**src/rtl/miniscope_seq_if.sv**
```systemverilog
// Bus bundle between the trigger/readout controller, the miniscope RAM and miniscope_seq.
// master = controller/RAM side, slave = the sequencer.
interface miniscope_seq_if #(
  parameter int RAM_ADRB = 11,
  parameter int MXTBIN   = 5
);
  logic                mini_en;
  logic [MXTBIN-1:0]   mini_tbins_pre;
  logic [MXTBIN-1:0]   mini_tbins;
  logic                mini_trig;
  logic                mini_rd_start;
  logic [1:0]          parity_err_mini;
  logic                fifo_wen;
  logic [RAM_ADRB-1:0] fifo_wadr_mini;
  logic [RAM_ADRB-1:0] fifo_radr_mini;
  logic                mini_rd_busy;
  logic                mini_rd_valid;
  logic                mini_rd_done;
  logic                mini_q_empty;
  logic                mini_q_full;
  logic                mini_q_ovf;
  logic                mini_perr;
  logic [7:0]          mini_perr_cnt;

  modport master (
    output mini_en, mini_tbins_pre, mini_tbins, mini_trig, mini_rd_start, parity_err_mini,
    input  fifo_wen, fifo_wadr_mini, fifo_radr_mini, mini_rd_busy, mini_rd_valid,
           mini_rd_done, mini_q_empty, mini_q_full, mini_q_ovf, mini_perr, mini_perr_cnt
  );

  modport slave (
    input  mini_en, mini_tbins_pre, mini_tbins, mini_trig, mini_rd_start, parity_err_mini,
    output fifo_wen, fifo_wadr_mini, fifo_radr_mini, mini_rd_busy, mini_rd_valid,
           mini_rd_done, mini_q_empty, mini_q_full, mini_q_ovf, mini_perr, mini_perr_cnt
  );
endinterface

```
**src/rtl/miniscope_seq.sv**
```systemverilog
// Miniscope RAM sequencer: circular write address, trigger look-back queue, fixed-length replay.
// Optional parity error accounting is enabled by defining MINISCOPE_PARITY_CHECK_EN.
//
// state   | meaning
// S_IDLE  | waiting for mini_rd_start
// S_READ  | issuing one read address per cycle
// S_DRAIN | last RAM word in flight
// S_DONE  | one-cycle mini_rd_done pulse
module miniscope_seq #(
  parameter int RAM_ADRB = 11,
  parameter int MXTBIN   = 5,
  parameter int QDEPTH   = 4
) (
  input  logic           clock,
  input  logic           global_reset,
  miniscope_seq_if.slave bus
);

  localparam int QAW = $clog2(QDEPTH);

  localparam logic [RAM_ADRB-1:0] ADR_ONE   = RAM_ADRB'(1);
  localparam logic [MXTBIN-1:0]   TBIN_ONE  = MXTBIN'(1);
  localparam logic [QAW-1:0]      QPTR_ONE  = QAW'(1);
  localparam logic [QAW:0]        QCNT_ONE  = (QAW+1)'(1);
  localparam logic [QAW:0]        QCNT_FULL = (QAW+1)'(QDEPTH);

  typedef enum logic [1:0] {S_IDLE, S_READ, S_DRAIN, S_DONE} state_e;

  state_e              state_q, state_d;
  logic                wen_q;
  logic [RAM_ADRB-1:0] wadr_q, wadr_d;
  logic [RAM_ADRB-1:0] radr_q, radr_d;
  logic [MXTBIN-1:0]   tcnt_q, tcnt_d;
  logic                valid_q;
  logic                ovf_q, ovf_d;
  logic [RAM_ADRB-1:0] q_mem_q [QDEPTH];
  logic [QAW-1:0]      wr_ptr_q, wr_ptr_d;
  logic [QAW-1:0]      rd_ptr_q, rd_ptr_d;
  logic [QAW:0]        qcnt_q, qcnt_d;

  logic                q_empty, q_full, q_pop, push_ok;
  logic [RAM_ADRB-1:0] push_adr;

  assign q_empty  = (qcnt_q == '0);
  assign q_full   = (qcnt_q == QCNT_FULL);
  // A full queue still takes a push when the same cycle pops the head.
  assign push_ok  = bus.mini_trig && (!q_full || q_pop);
  assign push_adr = wadr_q - {{(RAM_ADRB-MXTBIN){1'b0}}, bus.mini_tbins_pre};
  assign wadr_d   = wen_q ? (wadr_q + ADR_ONE) : wadr_q;

  always_comb begin
    wr_ptr_d = wr_ptr_q;
    rd_ptr_d = rd_ptr_q;
    qcnt_d   = qcnt_q;
    ovf_d    = ovf_q;
    if (push_ok) wr_ptr_d = wr_ptr_q + QPTR_ONE;
    if (q_pop)   rd_ptr_d = rd_ptr_q + QPTR_ONE;
    if (push_ok && !q_pop)      qcnt_d = qcnt_q + QCNT_ONE;
    else if (!push_ok && q_pop) qcnt_d = qcnt_q - QCNT_ONE;
    if (bus.mini_trig && !push_ok) ovf_d = 1'b1;
  end

  always_comb begin
    state_d = state_q;
    radr_d  = radr_q;
    tcnt_d  = tcnt_q;
    q_pop   = 1'b0;
    unique case (state_q)
      S_IDLE: begin
        if (bus.mini_rd_start) begin
          state_d = S_DONE;
          if (!q_empty) begin
            q_pop = 1'b1;
            if (bus.mini_tbins != '0) begin
              radr_d  = q_mem_q[rd_ptr_q];
              tcnt_d  = bus.mini_tbins;
              state_d = S_READ;
            end
          end
        end
      end
      S_READ: begin
        radr_d = radr_q + ADR_ONE;
        tcnt_d = tcnt_q - TBIN_ONE;
        if (tcnt_q == TBIN_ONE) state_d = S_DRAIN;
      end
      S_DRAIN: state_d = S_DONE;
      S_DONE:  state_d = S_IDLE;
      default: state_d = S_IDLE;
    endcase
  end

  always_ff @(posedge clock) begin
    if (global_reset) begin
      state_q  <= S_IDLE;
      wen_q    <= 1'b0;
      wadr_q   <= '0;
      radr_q   <= '0;
      tcnt_q   <= '0;
      valid_q  <= 1'b0;
      ovf_q    <= 1'b0;
      wr_ptr_q <= '0;
      rd_ptr_q <= '0;
      qcnt_q   <= '0;
    end else begin
      state_q  <= state_d;
      wen_q    <= bus.mini_en;
      wadr_q   <= wadr_d;
      radr_q   <= radr_d;
      tcnt_q   <= tcnt_d;
      valid_q  <= (state_q == S_READ);
      ovf_q    <= ovf_d;
      wr_ptr_q <= wr_ptr_d;
      rd_ptr_q <= rd_ptr_d;
      qcnt_q   <= qcnt_d;
    end
  end

  // Entries are only meaningful between the pointers, so storage needs no reset.
  always_ff @(posedge clock) begin
    if (push_ok) q_mem_q[wr_ptr_q] <= push_adr;
  end

  assign bus.fifo_wen       = wen_q;
  assign bus.fifo_wadr_mini = wadr_q;
  assign bus.fifo_radr_mini = radr_q;
  assign bus.mini_rd_busy   = (state_q == S_READ) || (state_q == S_DRAIN);
  assign bus.mini_rd_valid  = valid_q;
  assign bus.mini_rd_done   = (state_q == S_DONE);
  assign bus.mini_q_empty   = q_empty;
  assign bus.mini_q_full    = q_full;
  assign bus.mini_q_ovf     = ovf_q;

`ifdef MINISCOPE_PARITY_CHECK_EN
  logic       perr_q;
  logic [7:0] perr_cnt_q;

  always_ff @(posedge clock) begin
    if (global_reset) begin
      perr_q     <= 1'b0;
      perr_cnt_q <= '0;
    end else if (valid_q && (|bus.parity_err_mini)) begin
      perr_q <= 1'b1;
      if (perr_cnt_q != 8'hff) perr_cnt_q <= perr_cnt_q + 8'd1;
    end
  end

  assign bus.mini_perr     = perr_q;
  assign bus.mini_perr_cnt = perr_cnt_q;
`else
  logic unused_parity;
  assign unused_parity     = ^bus.parity_err_mini;
  assign bus.mini_perr     = 1'b0;
  assign bus.mini_perr_cnt = 8'd0;
`endif

endmodule

```
**src/flat_wrapper.sv**
```systemverilog
// flat-port wrapper written by rule: the top's interface ports become plain ports
module miniscope_seq_flat 
#(
  parameter int RAM_ADRB = 11,
  parameter int MXTBIN   = 5,
  parameter int QDEPTH   = 4
)
  (clock, global_reset, bus_mini_en, bus_mini_tbins_pre, bus_mini_tbins, bus_mini_trig, bus_mini_rd_start, bus_parity_err_mini, bus_fifo_wen, bus_fifo_wadr_mini, bus_fifo_radr_mini, bus_mini_rd_busy, bus_mini_rd_valid, bus_mini_rd_done, bus_mini_q_empty, bus_mini_q_full, bus_mini_q_ovf, bus_mini_perr, bus_mini_perr_cnt);
  miniscope_seq_if #(.RAM_ADRB(RAM_ADRB), .MXTBIN(MXTBIN)) bus_i ();
  input  logic clock;
  input  logic global_reset;
  input wire logic [$bits(bus_i.mini_en)-1:0] bus_mini_en;
  input wire logic [$bits(bus_i.mini_tbins_pre)-1:0] bus_mini_tbins_pre;
  input wire logic [$bits(bus_i.mini_tbins)-1:0] bus_mini_tbins;
  input wire logic [$bits(bus_i.mini_trig)-1:0] bus_mini_trig;
  input wire logic [$bits(bus_i.mini_rd_start)-1:0] bus_mini_rd_start;
  input wire logic [$bits(bus_i.parity_err_mini)-1:0] bus_parity_err_mini;
  output wire logic [$bits(bus_i.fifo_wen)-1:0] bus_fifo_wen;
  output wire logic [$bits(bus_i.fifo_wadr_mini)-1:0] bus_fifo_wadr_mini;
  output wire logic [$bits(bus_i.fifo_radr_mini)-1:0] bus_fifo_radr_mini;
  output wire logic [$bits(bus_i.mini_rd_busy)-1:0] bus_mini_rd_busy;
  output wire logic [$bits(bus_i.mini_rd_valid)-1:0] bus_mini_rd_valid;
  output wire logic [$bits(bus_i.mini_rd_done)-1:0] bus_mini_rd_done;
  output wire logic [$bits(bus_i.mini_q_empty)-1:0] bus_mini_q_empty;
  output wire logic [$bits(bus_i.mini_q_full)-1:0] bus_mini_q_full;
  output wire logic [$bits(bus_i.mini_q_ovf)-1:0] bus_mini_q_ovf;
  output wire logic [$bits(bus_i.mini_perr)-1:0] bus_mini_perr;
  output wire logic [$bits(bus_i.mini_perr_cnt)-1:0] bus_mini_perr_cnt;
  assign bus_i.mini_en = bus_mini_en;
  assign bus_i.mini_tbins_pre = bus_mini_tbins_pre;
  assign bus_i.mini_tbins = bus_mini_tbins;
  assign bus_i.mini_trig = bus_mini_trig;
  assign bus_i.mini_rd_start = bus_mini_rd_start;
  assign bus_i.parity_err_mini = bus_parity_err_mini;
  assign bus_fifo_wen = bus_i.fifo_wen;
  assign bus_fifo_wadr_mini = bus_i.fifo_wadr_mini;
  assign bus_fifo_radr_mini = bus_i.fifo_radr_mini;
  assign bus_mini_rd_busy = bus_i.mini_rd_busy;
  assign bus_mini_rd_valid = bus_i.mini_rd_valid;
  assign bus_mini_rd_done = bus_i.mini_rd_done;
  assign bus_mini_q_empty = bus_i.mini_q_empty;
  assign bus_mini_q_full = bus_i.mini_q_full;
  assign bus_mini_q_ovf = bus_i.mini_q_ovf;
  assign bus_mini_perr = bus_i.mini_perr;
  assign bus_mini_perr_cnt = bus_i.mini_perr_cnt;
  miniscope_seq #(.RAM_ADRB(RAM_ADRB), .MXTBIN(MXTBIN), .QDEPTH(QDEPTH)) u_core (.clock(clock), .global_reset(global_reset), .bus(bus_i));
endmodule
```
**config.mk**
```make
export PLATFORM = sky130hd
export DESIGN_NAME = miniscope_seq_flat
export DESIGN_NICKNAME = d
export VERILOG_FILES = /design/src/rtl/miniscope_seq_if.sv /design/src/rtl/miniscope_seq.sv /design/src/flat_wrapper.sv
export SDC_FILE = /design/constraint.sdc
export NUM_CORES = 1
export LEC_CHECK = 0
export CAP_MARGIN = 20
export CORE_ASPECT_RATIO = 1.75
export CORE_UTILIZATION = 50
export CTS_BUF_LIST = sky130_fd_sc_hd__clkbuf_4 sky130_fd_sc_hd__clkbuf_8 sky130_fd_sc_hd__clkbuf_16
export CTS_CLUSTER_SIZE = 30
export DETAILED_ROUTE_END_ITERATION = 16
export MAX_ROUTING_LAYER = met4
export PLACE_DENSITY = 0.8
export REMOVE_ABC_BUFFERS = 1
export SLEW_MARGIN = 20
export SYNTH_ARGS = -nofsm -noshare
export SYNTH_HDL_FRONTEND = slang
export SYNTH_SLANG_ARGS = --single-unit
```
**constraint.sdc**
```tcl
create_clock -name clock -period 6.3 [get_ports clock]
set_input_delay 1.26 -clock clock [delete_from_list [all_inputs] [get_ports clock]]
set_output_delay 1.26 -clock clock [all_outputs]
set_load 0.05 [all_outputs]
```
; ---- Yosys cells after proc, flatten, opt, wreduce, memory -nomap -nowiden
; Memories as Yosys holds them, arrays and structs flattened. A register that Yosys moved wholly into a read port is not among the register bits.
; Cells that the tools add are included.
[op_classes]
addsub = 8
eq_ne = 9
mux = 22
reduce_logical = 16
[op_table]
columns = cell, n
row1 = $mux 11, 3
row2 = $add 11x1->11 const B, 2
row3 = $pmux 11 s2, 1
row4 = $mux 5, 3
row5 = $mux 2, 6
row6 = $sub 11x5->11, 1
row7 = $pmux 5 s2, 1
row8 = $pmux 2 s4, 1
row9 = $mux 3, 2
row10 = $eq 5x1->1 const B, 1
row11 = $mux 1, 5
row12 = $reduce_bool 5->1, 1
row13 = $sub 5x1->5 const B, 1
row14 = $add 2x1->2 const B, 2
row15 = $eq 2x2->1 const B, 2
row16 = $logic_and 1x1->1, 4
row17 = $ne 2x1->1 const B, 2
row18 = $ne 2x2->1 const B, 2
row19 = $reduce_and 4->1, 1
row20 = $reduce_bool 2->1, 2
row21 = $add 3x1->3 const B, 1
row22 = $eq 3x3->1 const B, 1
row23 = $logic_not 1->1, 3
row24 = $logic_not 3->1, 1
row25 = 5 further kinds, 6
[totals]
ff_bits = 39
ramBits = 44
inputBits = 17
output_inout_bits = 38
elab_cells = 66
n_memories = 1
[memory_table]
columns = memory, depth, word_bits, rd, rd_clocked_by_memory_dff, wr, line_no
row1 = u_core.q_mem_q, 4, 11, 1, 1, 1, miniscope_seq.sv:36  ; logic [RAM_ADRB-1:0] q_mem_q [QDEPTH];

; ---- Logic depth before layout (Yosys ltp)
[logic_depth]
word_depth = 10
ltp_mapped = 10
depth_no_buf = 10

; ---- Worst setup path before layout
; OpenSTA, ideal clock, no wires.
[synth_timing]
kind = register to register
start = register u_core.qcnt_q[2]
end = register u_core.qcnt_q[2]
setup_ns = 0.070
t_arrival_ns = 3.147
path_slack_ns = 3.082
path_stages_with_launch = 9
n_path_buf = 0
period_less_slack_ns = 3.218
cell_sequence = dfxtp_1 > nor3b_1 > a21boi_1 > ha_1 > inv_1 > fa_1 > xor2_1 > or3_1 > a21oi_1
[synth_lines]
columns = element, line_no
row1 = from (decl), miniscope_seq.sv:39  ; logic [QAW:0] qcnt_q, qcnt_d;
row2 = from (signal assigned), miniscope_seq.sv:115  ; qcnt_q <= qcnt_d;
row3 = $eq 3x3->1 (*), miniscope_seq.sv:45  ; assign q_full = (qcnt_q == QCNT_FULL);
row4 = via bus_mini_q_full, flat_wrapper.sv:25  ; output wire logic [$bits(bus_i.mini_q_full)-1:0] bus_mini_q_full;
row5 = $logic_not 1->1 (*), miniscope_seq.sv:47  ; assign push_ok = bus.mini_trig && (!q_full || q_pop);
row6 = $logic_or 1x1->1 (*), miniscope_seq.sv:47
row7 = $logic_and 1x1->1 (*), miniscope_seq.sv:47
row8 = via u_core.push_ok, miniscope_seq.sv:41  ; logic q_empty, q_full, q_pop, push_ok;
row9 = $logic_not 1->1, miniscope_seq.sv:59  ; else if (!push_ok && q_pop) qcnt_d = qcnt_q - QCNT_ONE;
row10 = $logic_and 1x1->1, miniscope_seq.sv:59
row11 = $reduce_bool 2->1 (no source line), --
; Mark *: on every way through the listed nets, which the timed path passes. The rest lies on a longest branch. The select of a mux whose other input is x is not followed.
; A chain may end at the register's enable or synchronous reset.

; ---- Worst setup path in the final report
[layout_timing]
start = input port bus_mini_rd_start
end = register u_core.qcnt_q[2]
[layout_between]
elab_chain_cells = 7
[layout_lines]
columns = element, line_no
row1 = from (decl), flat_wrapper.sv:16  ; input wire logic [$bits(bus_i.mini_rd_start)-1:0] bus_mini_rd_start;
row2 = $mux 1 (*), miniscope_seq.sv:70  ; if (bus.mini_rd_start) begin
row3 = $mux 1 (*), miniscope_seq.sv:68  ; unique case (state_q)
row4 = $logic_or 1x1->1 (*), miniscope_seq.sv:47
row5 = $logic_and 1x1->1 (*), miniscope_seq.sv:47
row6 = via u_core.push_ok, miniscope_seq.sv:41
row7 = $logic_not 1->1, miniscope_seq.sv:59
row8 = $logic_and 1x1->1, miniscope_seq.sv:59
row9 = $reduce_bool 2->1 (no source line), --
; Mark *: on every way through the listed nets, which the timed path passes. The rest lies on a longest branch.

==> impl_metrics.json <==
{
  "drt-initial-drc-count": 182,
  "synth_area_leaders": "edfxtp_1, dfxtp_1, ha_1, nor2_1, mux2i_1",
  "cpLargestDelayFamily": "adder cells",
  "synth_top_area_share_pct": 32.3,
  "synthCells": 380,
  "overflow": 0,
  "cts_buffers": 9,
  "num_antenna_cells": 0,
  "syn_area_per_cell_sq_um": 10.8,
  "drive_above_1_share_pct": 7.60,
  "critical_path.max_fanout": 8,
  "grt_pass1_wl_um": 13000,
  "track_usage_pct": 20.0,
  "drt_wl_total_um": 7620,
  "cp_data_arrival_time_ps": 3760,
  "fin_crit_sh_pct": 55.9,
  "setup_slack_ps": 2780,
  "peakVddDrop_mv": 0.224,
  "grt_pass1_vias": 2944,
  "area_growth_pct": 18.5,
  "setup_tns_ps": 0,
  "ctsHoldBuffers": 0,
  "grt_max_degree": 25,
  "via_per_inst": 5.60,
  "yosys.cell_types.count": 57,
  "critPathMaxStageDelay_ps": 570,
  "gp_congestion": 0.804,
  "path_cells": "clkdlybuf4s50_1, nand2_1, a21boi_1, ha_1, inv_1, fa_1, xor2_1, or3_1, a21oi_1",
  "drv_cap": 0,
  "synth_area_leader_cell": "edfxtp_1",
  "cp-start-kind": "input port",
  "cts_tree": "yes",
  "place_area_sq_um": 4520,
  "tightest_slew_ps": 903,
  "wl_per_cell_um": 14.9,
  "finalSetupViolations": 0,
  "max_freq_mhz": 284,
  "drc": 0,
  "seq_area_frac_synth_pct": 52.3,
  "dr.pass1.iters": 4,
  "clk_latency_ps": 330,
  "rows": 43,
  "clock_path_buffers": 2,
  "rsz0062_at_grt": "no",
  "synth_seq_cells": 85,
  "ioPinCount": 55,
  "worst-setup-path-type": "in -> reg",
  "die_y_um": 122,
  "crit_slowest_cell": "clkdlybuf4s50_1",
  "cts_setup_buffers": 0,
  "post-route-min-period_ps": 3520,
  "core_area_sq_um": 7910,
  "cts.sinks": 85,
  "p_leak_nw": 1.71,
  "cts_max_level": 3,
  "io_buffer_count": 43,
  "drtAntennaViolNets": 0,
  "die_w_um": 70.4,
  "min_path_type": "reg -> reg",
  "async_reset_ff_share_pct": 0,
  "final_nets": 453,
  "crit_path_end_kind": "flip-flop",
  "die_area_sq_um": 8570,
  "required_ps": 6540,
  "outcome": "completed",
  "synth_edf_count": 44,
  "maxSlewHeadroom_pct": 39.8,
  "postLayoutCellArea_sq_um": 4850,
  "final-max-slew-violation-count": 0,
  "cts_resized": 0,
  "finalHoldViolCount": 0,
  "clk_pin_slew_ps": 60,
  "start_util_pct": 51.8,
  "dp_slack_ps": 2470,
  "vias": 2863,
  "root_buffer": "clkbuf_16",
  "power_density_nw_per_um2": 442,
  "ys.flop_type": "edfxtp_1",
  "syn-cell-area_sq_um": 4100,
  "synth_warnings": 0,
  "dp_hpwl_um": 5390,
  "antenna_found_initial": 0,
  "skew_ps": 8.39,
  "crit_buf_inv": 2
}
-- final cells by class --
cell class                      count  area [sq um]
Fill cell                         610          3060
Clock inverter                      4          73.8
Multi-Input combinational cell    256          1760
Sequential cell                    85          2140
Inverter                           20          75.1
Timing Repair Buffer               44           438
Tap cell                           90           113
Clock buffer                       12           254
-- registers in the layout, indices dropped and copies added (netlist names), 2 cells and up, named ones only --
| name | cells |
|---|---|
| u_core.wr_ptr_q | 2 |
| u_core.qcnt_q | 3 |
| u_core.rd_ptr_q | 2 |
| u_core.bus.fifo_wadr_mini | 11 |
| u_core.bus.fifo_radr_mini | 11 |
| u_core.state_q | 2 |
| u_core.q_mem_q | 44 |
| u_core.tcnt_q | 5 |
-- synthesized netlist by cell type (3+ instances only) --
| master | instances |
|---|---|
| a21oi_1 | 24 |
| and2_1 | 6 |
| buf_2 | 4 |
| buf_4 | 10 |
| clkbuf_1 | 9 |
| dfxtp_1 | 41 |
| edfxtp_1 | 44 |
| ha_1 | 18 |
| inv_1 | 20 |
| mux2i_1 | 14 |
| mux4_2 | 5 |
| nand2_1 | 20 |
| nand3_1 | 11 |
| nand4_1 | 3 |
| nor2_1 | 41 |
| nor2b_1 | 5 |
| nor3_1 | 13 |
| o21ai_0 | 20 |
| o22ai_1 | 4 |
| xnor2_1 | 11 |
| xor2_1 | 12 |
-- kinds of logic after synthesis --
family	Yosys count	share of synthesized area (%)
compound gates	70	11.1
mux	20	6.45
fa+ha+maj	20	6.48
simple gates	114	13.1
xor+xnor	23	4.92
flops	85	52.3
buf+inv	47	5.56
other cells	1	0.0916
-- cell usage in the layout (no fill, tap or decap), drive strengths merged, types with 3 or more instances in the layout --
cell	count
a211oi	3
a21oi	25
and2	6
clkbuf	12
clkdlybuf4s50	43
conb	9
dfxtp	41
edfxtp	44
ha	18
inv	20
mux2i	14
mux4	5
nand2	20
nand3	11
nand4	3
nor2	42
nor2b	5
nor3	13
o21ai	21
o22ai	4
or3	3
xnor2	11
xor2	12
-- per-layer routing --
metal | global-route usage [%] | vias up | share of wire [%]
met3 | 4.14 | 12 | 3.6
met2 | 35.7 | 69 | 55
li1 | - | 1407 | -
met5 | - | - | 0
met1 | 19.5 | 1375 | 39
met4 | 12.5 | 0 | 1.9
-- report_power, final --
part           leakage (nW)  switching (W)  internal (W)
registers             0.705      0.0000998      0.000682
clock network         0.164       0.000200      0.000367
logic                 0.839       0.000505      0.000289
-- path summary, 6_finish.rpt --
| path | depth (start not counted) | start | slack (ps) | end |
|---|---|---|---|---|
| worst max-delay path | 9 | bus_mini_rd_start | 2780 | u_core.qcnt_q[2]$_SDFFE_PP0P_ |
| worst min register to register | 2 | u_core.bus.mini_q_ovf$_SDFFE_PP0P_ | 490 | u_core.bus.mini_q_ovf$_SDFFE_PP0P_ |
| worst min-delay path | 2 | u_core.bus.mini_q_ovf$_SDFFE_PP0P_ | 490 | u_core.bus.mini_q_ovf$_SDFFE_PP0P_ |
| worst max register to register | 7 | u_core.state_q[1]$_SDFFE_PP0P_ | 3400 | u_core.tcnt_q[0]$_SDFFE_PP0P_ |
-- tightest hold or removal path, cell delays in order (launching register included) --
cell,delay [ps]
dfxtp_1,340
a31oi_1,50
nor2_1,70
-- metrics by stage --
stage / util [%] / total power [W] / hold WS, ps / cells
after floorplan: - / 0.00136 / 447 / 361
after global placement: 57.2 / 0.00155 / 460 / 495
after detailed placement: 57.2 / 0.00158 / 476 / 495
after CTS: 61.3 / 0.00215 / 487 / 511
after global routing: 61.3 / 0.00226 / 516 / 511
final: 61.3 / 0.00214 / 489 / 511
Power figures use the tool's default switching activity.
==> RTL change: new RTL, config.mk and constraints unchanged <==
`RAM_ADRB` is set to 11 in 3 places; all go to 22.
--- a/src/rtl/miniscope_seq_if.sv
+++ b/src/rtl/miniscope_seq_if.sv
@@ -1,7 +1,7 @@
 // Bus bundle between the trigger/readout controller, the miniscope RAM and miniscope_seq.
 // master = controller/RAM side, slave = the sequencer.
 interface miniscope_seq_if #(
-  parameter int RAM_ADRB = 11,
+  parameter int RAM_ADRB = 22,
   parameter int MXTBIN   = 5
 );
   logic                mini_en;
--- a/src/rtl/miniscope_seq.sv
+++ b/src/rtl/miniscope_seq.sv
@@ -7,7 +7,7 @@
 // S_DRAIN | last RAM word in flight
 // S_DONE  | one-cycle mini_rd_done pulse
 module miniscope_seq #(
-  parameter int RAM_ADRB = 11,
+  parameter int RAM_ADRB = 22,
   parameter int MXTBIN   = 5,
   parameter int QDEPTH   = 4
 ) (
--- a/src/flat_wrapper.sv
+++ b/src/flat_wrapper.sv
@@ -1,7 +1,7 @@
 // flat-port wrapper written by rule: the top's interface ports become plain ports
 module miniscope_seq_flat 
 #(
-  parameter int RAM_ADRB = 11,
+  parameter int RAM_ADRB = 22,
   parameter int MXTBIN   = 5,
   parameter int QDEPTH   = 4
 )
Ports: changed (resized bus_fifo_radr_mini and bus_fifo_wadr_mini); port bits go from 55 to 77. The function was not compared with the original's and may differ.
==> RTL change against the original RTL <==
  * Critical path depth stayed put
  * Setup slack worse by 0.018 ns
  * Via count is 83% higher
  * Total power is 71% higher
  * Critical path type unchanged
  * Routed wire length is 120% higher
  * Sequential share of layout area is 1.3 points higher
  * Sequential cell count is 66 higher
  * Design area is 77% higher
  * Combinational power is 56% higher
  * Synthesized cell count is 69% higher
  * Highest routed layer unchanged
  * Synthesized area is 77% higher
  * Fmax is 0.51% lower
==> RTL change: results (changes against the original RTL) <==
- Leakage: 0.002856 uW (+67%)
- Placed insts: 856 (+73%)
- Clock transition at path regs: 0.06 ns (about the same)
- WP data arrival: 3.68 ns (-0.08 ns)
- Grt met2 use: 0.4278 (+0.07126)
- Final HPWL DP: 11.02 mm (+100%)
- Num CTS Buffers: 17 (+8)
- Routability congestion estimate: 0.9076 (+13%)
- Most common library cells after synthesis: edfxtp_1 (88), nor2_1 (69), dfxtp_1 (63)
- Vias post-DR: 5,242 (+83%)
- EDFF count, synth: 88 (+100%)
- Post-Route WL: 16.65 mm (+120%)
- WL met3: 615 um (+130%)
- Max reg flops: 88 (+100%)
- FILL cells: 1,097 (+80%)
- DR WL met2: 9.199 mm (+120%)
- Met3 GRT Util: 0.04002 (-0.001338)
- DP Worst Slack: 2.344 ns (-0.1300 ns)
- Hold Slack: 0.4927 ns (+0.003395 ns)
- Crit path launch: bus_mini_tbins_pre[0]
- Largest delay share family, worst path: compound AO/OA/AOI/OAI gates
- Sequential-to-total area share from yosys stat: 0.5392 (+0.01617)
- Hold EP: u_core.tcnt_q[1]
- Worst Skew: 0.008869 ns (+0.0004803 ns)
- Sequential share of power: 0.364 (about the same)
- Number of distinct library cells after synthesis: 72 (+26%)
- Met1 usage: 0.2462 (+0.05137)
- Synth top area cells: edfxtp_1 (37%), dfxtp_1 (17%), mux4_2 (5.6%), nor2_1 (3.6%), ha_1 (3.1%)
- WL met1: 6.292 mm (+110%)
- Rel. slew slack: 0.2570 (-0.1405)
- P_int: 2291 uW (+71%)
- Clock power share: 0.296 (+0.031)
- Outcome: finished clean
- Share of post-route cells with drive strength above 1: 0.1097 (+0.03370)
- Worst R2R Setup Slack: 3.32 ns (-0.08 ns)
- Final worst-path setup slack: 2.759 ns (-0.01800 ns)
- CP max stage delay: 0.47 ns (-0.10 ns)
- Port bufs: 65 (+51%)
- CP max FO: 4 (-4)
- Slowest CP cell: clkdlybuf4s50_1
- Syn Inst Count: 644 (+69%)
- Nets: 735 (+62%)
- Peak VDD IR: 0.2224 mV (-0.64%)
- Routed vias/inst: 5.903 (+5.4%)
- Hold Startpoint: u_core.tcnt_q[1]
- Clock Latency Late Sink: 0.42 ns (+0.09 ns)
- Max H-tree Level: 4 (+1)
- Util after Layout: 0.6140 (+0.0006830)
- Number of global-route vias before repair: 5,290 (+80%)
- Gr usage total: 0.2378 (+0.03750)
- First-pass GRT wire length: 26.43 mm (+100%)
- Largest net degree at the start of global routing: 44 (+76%)
- Pwr Total: 3655 uW (+71%)
- Critical R2R Launch: u_core.state_q[0]
- Drt first-iter violations: 389 (+110%)
- Critical Path End: u_core.q_mem_q[2][20]
RTL change: changes by cell type after synthesis, sizes merged, moves of 12 or more:
cell,unedited run,this run
mux4,5,18
nand4,3,15
o21ai,21,33
dfxtp,41,63
nand2,20,47
nor2,42,69
a21oi,25,37
edfxtp,44,88
RTL change: cell families after synthesis:
kind of cell    count (synthesis)  synth area share
simple gates                  221            0.1607
mux                            27           0.06896
compound gates                116           0.09955
flops                         151            0.5392
buf+inv                        67           0.04372
xor+xnor                       41           0.05064
fa+ha+maj                      20           0.03664
other cells                     1         0.0005180
RTL change: final cells by class:
cell class / instances / share of cell area
Clock buffer: 18 / 0.05044
Timing Repair Buffer: 70 / 0.07959
Sequential cell: 151 / 0.4548
Tap cell: 177 / 0.02580
Clock inverter: 14 / 0.02303
Multi-Input combinational cell: 434 / 0.3558
Inverter: 24 / 0.01050
